`config.mk`:
```
export PLATFORM = sky130hd
export DESIGN_NAME = mult_div_unit
export DESIGN_NICKNAME = d
export VERILOG_FILES = /design/src/rtl/mult_div_unit.sv
export SDC_FILE = /design/constraint.sdc
export NUM_CORES = 1
export LEC_CHECK = 0
export BUFFER_PORTS_ARGS = -buffer_cell sky130_fd_sc_hd__clkbuf_2
export CAP_MARGIN = 20
export CORE_MARGIN = 5
export CORE_UTILIZATION = 55
export DETAILED_ROUTE_END_ITERATION = 16
export PLACE_DENSITY_LB_ADDON = 0.3
export SLEW_MARGIN = 20
export SYNTH_ARGS = -nofsm -noshare
export SYNTH_HDL_FRONTEND = slang
export SYNTH_SLANG_ARGS = --single-unit
```
`constraint.sdc`:
```
create_clock -name Clk -period 3.1 [get_ports Clk]
set_clock_uncertainty 0.05 [all_clocks]
set_input_delay 0.155 -clock Clk [delete_from_list [all_inputs] [get_ports Clk]]
set_output_delay 0.155 -clock Clk [all_outputs]
set_load 0.01 [all_outputs]
```
`src/rtl/mult_div_unit.sv`:
```
// mult_div_unit: 32-cycle iterative signed/unsigned multiply and restoring divide with HI/LO results.
module mult_div_unit #(
  parameter logic [31:0] DIV0_LO = 32'hFFFF_FFFF
) (
  input  logic        Clk,
  input  logic        Clr,
  input  logic        Start,
  input  logic [5:0]  Funct,
  input  logic [31:0] A,
  input  logic [31:0] B,
  output logic [31:0] Hi,
  output logic [31:0] Lo,
  output logic        Busy,
  output logic        Done,
  output logic        DivZero
);
  typedef enum logic [1:0] {IDLE, RUN, FIX, DONE} state_t;
  state_t      state_q, state_d;
  logic [5:0]  cnt_q, cnt_d;
  logic [63:0] acc_q, acc_d;
  logic [31:0] mag_q, mag_d, a_q, a_d, hi_q, hi_d, lo_q, lo_d;
  logic        div_q, div_d, bz_q, bz_d, neg_q, neg_d, a_neg_q, a_neg_d, dz_q, dz_d;
  logic        accept, sgn, step, dz;
  logic [31:0] abs_a, abs_b, div_rem;
  logic [32:0] mul_sum, div_sh;
  logic        div_ge;
  logic [63:0] run_acc, fix_acc;
  always_ff @(posedge Clk) begin
    if (Clr) begin
      state_q <= IDLE;
      cnt_q   <= '0;
      acc_q   <= '0;
      mag_q   <= '0;
      a_q     <= '0;
      div_q   <= 1'b0;
      bz_q    <= 1'b0;
      neg_q   <= 1'b0;
      a_neg_q <= 1'b0;
      hi_q    <= '0;
      lo_q    <= '0;
      dz_q    <= 1'b0;
    end else begin
      state_q <= state_d;
      cnt_q   <= cnt_d;
      acc_q   <= acc_d;
      mag_q   <= mag_d;
      a_q     <= a_d;
      div_q   <= div_d;
      bz_q    <= bz_d;
      neg_q   <= neg_d;
      a_neg_q <= a_neg_d;
      hi_q    <= hi_d;
      lo_q    <= lo_d;
      dz_q    <= dz_d;
    end
  end
  // RUN holds one extra cycle at cnt==0 so Done lands 34 edges after the accepting edge
  always_comb begin
    accept  = Start && Funct[5:2] == 4'b0110 && (state_q == IDLE || state_q == DONE);
    step    = state_q == RUN && cnt_q != 6'd0;
    state_d = accept ? RUN :
              state_q == RUN ? (cnt_q == 6'd0 ? FIX : RUN) :
              state_q == FIX ? DONE : IDLE;
  end
  always_comb begin
    Busy    = state_q == RUN || state_q == FIX;
    Done    = state_q == DONE;
    Hi      = hi_q;
    Lo      = lo_q;
    DivZero = dz_q;
  end
  always_comb begin
    sgn     = ~Funct[0];
    abs_a   = (sgn && A[31]) ? -A : A;
    abs_b   = (sgn && B[31]) ? -B : B;
    mul_sum = {1'b0, acc_q[63:32]} + (acc_q[0] ? {1'b0, mag_q} : 33'd0);
    div_sh  = {acc_q[63:32], acc_q[31]};
    div_ge  = div_sh >= {1'b0, mag_q};
    div_rem = div_ge ? 32'(div_sh - {1'b0, mag_q}) : div_sh[31:0];
    run_acc = div_q ? {div_rem, acc_q[30:0], div_ge} : {mul_sum, acc_q[31:1]};
    fix_acc = div_q ? {a_neg_q ? -acc_q[63:32] : acc_q[63:32], neg_q ? -acc_q[31:0] : acc_q[31:0]}
                    : (neg_q ? -acc_q : acc_q);
    dz      = div_q && bz_q;
    acc_d   = accept ? {32'd0, abs_a} : step ? run_acc : acc_q;
    cnt_d   = accept ? 6'd32 : step ? cnt_q - 6'd1 : cnt_q;
    mag_d   = accept ? abs_b : mag_q;
    a_d     = accept ? A : a_q;
    div_d   = accept ? Funct[1] : div_q;
    bz_d    = accept ? B == 32'd0 : bz_q;
    neg_d   = accept ? sgn && (A[31] ^ B[31]) : neg_q;
    a_neg_d = accept ? sgn && A[31] : a_neg_q;
    hi_d    = state_q == FIX ? (dz ? a_q : fix_acc[63:32]) : hi_q;
    lo_d    = state_q == FIX ? (dz ? DIV0_LO : fix_acc[31:0]) : lo_q;
    dz_d    = accept ? 1'b0 : state_q == FIX ? dz : dz_q;
  end
endmodule

```
[After elaboration in Yosys (flattened, before gate mapping)]
Cells that the tools add are included.
Word-level totals
  flip-flop bits (word level): 205
  latch bits: 0
  memory bits (writable): 0
  bits in read-only memories: 0
  input bits: 73
  output and inout bits: 67
  logic and storage cells: 64
  memories: 0
Cells by class
  $add $sub $neg: 8
  $mul: 0
  divide/modulo/power cells: 0
  magnitude comparators: 1
  equal/unequal tests: 4
  shift operators: 0
  muxes and demuxes: 19
  bitwise gates (word level): 2
  reduce and logical (&&, ||, !) cells: 15
Operator list (number)
  $mux W32: 10
  $mux W64: 3
  $neg A32 Y32: 4
  $neg A64 Y64: 1
  $add A32 B32 Y33: 1
  $ge A33 B32 Y1: 1
  $logic_not A32 Y1: 1
  $sub A32 B32 Y32: 1
  $mux W6: 2
  $logic_and A1 B1 Y1: 7
  $logic_not A6 Y1: 1
  $mux W2: 3
  $reduce_bool A6 Y1: 1
  $sub A6 B1 Y6 const B: 1
  $eq A2 B2 Y1 const B: 2
  $eq A4 B3 Y1 const B: 1
  $eq A2 B1 Y1 const B: 1
  $logic_not A2 Y1: 1
  $logic_or A1 B1 Y1: 2
  $reduce_bool A2 Y1: 1
  $reduce_or A2 Y1: 1
  $mux W1: 1
  $not A1 Y1: 1
  $xor A1 B1 Y1: 1

[Logic depth before layout (Yosys ltp)]
  depth after elaboration: 5
  gate-level depth with buffers: 14

[Least setup slack after synthesis]
OpenSTA, ideal clock, no wires.
  path type: reg2reg
  from: reg acc_q[51]
  to: reg acc_q[63]
  arrival time: 2.978 ns
  data required time: 2.931 ns
  path slack: -0.048 ns
  stages on the path, launching flop included: 14
  buffers on the path: 3
  path through: dfxtp_1 ha_1 clkbuf_1 and4_1 nand4_1 nor4_1 nand3_1 o211ai_1 a21o_1 buf_1 clkbuf_1 o21ai_0 a31oi_1 a21oi_1
On the way
  word-level cells in the longest chain between the ends: 3
Ends and longest elaborated chain
  start: declaration: line 20  | logic [63:0] acc_q, acc_d;
  start signal: assignment: line 32  | acc_q <= '0;
  start signal: assignment: line 45  | acc_q <= acc_d;
  $sub A32 B32 Y32 / $ge A33 B32 Y1 (equally long branches): line 79, 78
  $mux W32: line 79  | div_rem = div_ge ? 32'(div_sh - {1'b0, mag_q}) : div_sh[31:0];
  $mux W64 *: line 80  | run_acc = div_q ? {div_rem, acc_q[30:0], div_ge} : {mul_sum, acc_q[31:1]};
Mark *: on every way between the ends. The rest lies on a longest branch, timed or not.
A chain may end at the register's enable or synchronous reset.

[Worst setup path in the final report]
  from: reg acc_q[2]
  to: reg hi_q[19], in the netlist Hi[19]
On the way
  word-level cells in the longest chain between the ends: 4
Ends and longest elaborated chain
  $neg A64 Y64: line 82  | : (neg_q ? -acc_q : acc_q);
  $mux W64: line 82
  $mux W64: line 81  | fix_acc = div_q ? {a_neg_q ? -acc_q[63:32] : acc_q[63:32], neg_q ? -acc_q[31:0] : acc_q[31:0]}
  $mux W32: line 92  | hi_d = state_q == FIX ? (dz ? a_q : fix_acc[63:32]) : hi_q;
  end signal: assignment: line 52  | hi_q <= hi_d;
  end: declaration: line 21  | logic [31:0] mag_q, mag_d, a_q, a_d, hi_q, hi_d, lo_q, lo_d;
No other way between the ends.

==> results.cfg <==
[layout]
post-route-util_pct = 73.0
multi_input_area_mm2 = 0.0108
seqCellArea_mm2 = 0.00411
layout.cells.non_filler = 2784
final_nets = 2542
fin_area_mm2 = 0.0198
drive_gt1_share_pct = 23.8
syn_to_final_growth_pct = 30.2
nFillCells = 2110

[synth]
dominantRegCellSynth = dfxtp_1
synthCells = 2059
yosysTopAreaCell = dfxtp_1
synth.avg_cell_area_um2 = 7.38
synth_area_mm2 = 0.0152
async_flop_share_pct = 0
synth-edff-count = 0
synth_top_cell_area_share_pct = 27.0
synth_area_leaders = dfxtp_1 (27%), nor2_1 (6.2%), ha_1 (6.0%)
syn_nets = 2207
synth.most_common_cell = nor2_1
synthDistinctLibCells = 76
yosys-top-cells-count = nor2_1 (252), nand2_1 (235), dfxtp_1 (205)
yosysWarnings = 0
synth.yosys.seq_area_share_pct = 27.0
ys_ff_latch = 205

[sta]
max_freq_mhz = 318
period_needed_ps = 3140
slew_headroom_pct = 36.0
setup_slack_ps = -44.2
setup-violations-final = 2
period_share_pct = 101
maxSlewViolCount = 0
rsz0062_at_grt = true
worst_slew_pin_slew_ps = 961
hold_violations = 0

[floorplan]
coreArea_mm2 = 0.0271
die_w_um = 176
start_util_pct = 56.1
std_cell_rows = 60
fp.dieH_um = 176
ioPinCount = 140
die_area_mm2 = 0.0310

[detailed_routing]
via_per_inst = 6.36
drc_errors = 0
antenna_left = 0
firstDrtPassIters = 6
vias = 17720
drt_iter0_drc = 2179
wirelength_um = 59700
wl_per_cell_um = 21.4

[clocking]
insertion_delay_ps = 530
cts.clk_slew.worst_paths_ps = 70
clock_path_buffers = 3
htreeDepth = 1
cts_buffers = 23
cts_tree = done
root_buffer = clkbuf_16
clock-sinks = 205

[global_route]
antenna_found_initial = 0
grt-ovfl-total = 0
grt_util_all_layers_pct = 36.1
grt_pass1_vias = 16627
grt_max_degree = 146
grt_pass1_wl_um = 91200

[setup_path]
reg2reg_depth = 8
crit_path_end_kind = register
worst_path_max_delay_cell = or4_4
crit_arrival_ps = 3530
crit_chain = or4_4, or4_4, or4_4, or2_4, and2_4, o311ai_4, a32oi_1, a211oi_2
max_stage_delay_ps = 550
critPathMaxFanout = 7
crit_path_start_kind = register
required_ps = 3490
worstSetupPathType = register to register
crit_path_frequent_cell = or4_4

[status]
violations = setup timing
status = complete, but fails checks

[placement]
gp_congestion = 1.04
dp_cells = 2664
placement.io_buffers = 139
hpwl_um = 42400
post_dp_cell_area_mm2 = 0.0177

[hold_path]
hold_depth = 3
hold_class = input port to register

[run]
max-cap-violations = 0

[power]
p_leak_nw = 8.22
p_per_area_mw_per_mm2 = 358
p_total_w = 0.00708
ir_worst_vdd_uv = 398
==> stage by stage <==
stage	hold slack, ps	TNS, ps	setup slack, ps
final	25.3	-49.8	-44.2
after global routing	26.3	-533	-83.5
after CTS	5.68	-1.79	-1.01
after detailed placement	370	-342	-129
after global placement	365	-227	-88.7
after floorplan	241	-5.25	-5.25
==> worst max-delay path, delay by kind of cell (launching register included) <==
| kind | cells | cell delay, ps |
|---|---|---|
| AOI/OAI and AO/OA | 3 | 630 |
| DFF | 1 | 320 |
| and+or+nand+nor | 5 | 2060 |
==> power breakdown <==
group / switching, W / internal [W] / leakage (nW) / total (W)
clock network: 0.00119 / 0.00151 / 0.365 / 0.00270
logic: 0.000906 / 0.000760 / 6.20 / 0.00167
registers: 0.0000346 / 0.00268 / 1.66 / 0.00272
total: 0.00213 / 0.00495 / 8.22 / 0.00708
==> state kept, by name (all words and copies together) (netlist names) <==
name	flops
neg_q	1
mag_q	32
state_q	2
Hi	32
Lo	32
acc_q	64
div_q	1
bz_q	1
a_neg_q	1
a_q	32
DivZero	1
cnt_q	6
==> cell type report <==
cell class | instances | area share (%)
Multi-Input combinational cell | 1644 | 54.7
Sequential cell | 205 | 20.8
Timing Repair Buffer | 461 | 17.3
Clock buffer | 29 | 3.12
Tap cell | 372 | 2.35
Inverter | 59 | 1.14
Clock inverter | 13 | 0.531
Antenna cell | 1 | 0.0127
==> layout by cell type, fill, tap and decap left out, types with 17 or more instances in the layout <==
master	n
buf_4	247
nor2_1	246
nand2_1	235
dfxtp_1	200
a21oi_1	166
clkbuf_2	138
o21ai_0	101
xnor2_1	91
a211oi_1	76
xor2_1	69
ha_1	60
dlygate4sd3_1	58
inv_1	54
mux2i_1	49
nand3_1	37
o22ai_1	37
nor3_1	33
a21o_1	27
clkbuf_16	25
o211ai_1	22
a311oi_1	20
nand2b_1	20
o31ai_1	18
or3_1	17
==> logic make-up after synthesis <==
family / Yosys count / synth area share (%)
buffers and inverters: 210 / 5.36
AND/OR/NAND/NOR: 727 / 21.8
XOR/XNOR: 162 / 9.34
AO/OA/AOI/OAI: 623 / 26.4
adder cells (fa/ha/maj): 75 / 6.28
flip-flops: 205 / 27.0
multiplexers: 57 / 3.82
==> worst paths after layout <==
path         slack [ps]             startpoint                endpoint
max                 -40  acc_q[2]$_SDFFE_PP0P_     Hi[19]$_SDFFE_PP0P_
min                  30                  B[29]  mag_q[29]$_SDFFE_PP0P_
max reg2reg         -40  acc_q[2]$_SDFFE_PP0P_     Hi[19]$_SDFFE_PP0P_
min reg2reg         410   a_q[24]$_SDFFE_PP0P_    a_q[24]$_SDFFE_PP0P_
==> per-layer routing <==
layer	global-route usage [%]	wire (µm)	up-vias	share of wire, %
met5	0	0	-	0
met4	13.5	2880	0	4.8
met3	5.07	5810	226	9.7
met1	50.0	24300	8330	41
met2	57.4	26700	1062	45
li1	-	-	8102	-
==> timing repair <==
item	4_1_cts	5_1_grt
hold buffers	58	0
cloned	0	2
gates resized for setup	32	115
setup buffers	9	10
hold endpoints to repair	74	0
pin swaps	15	44
endpoints found under the setup margin	18	48
Power figures use the tool's default switching activity.
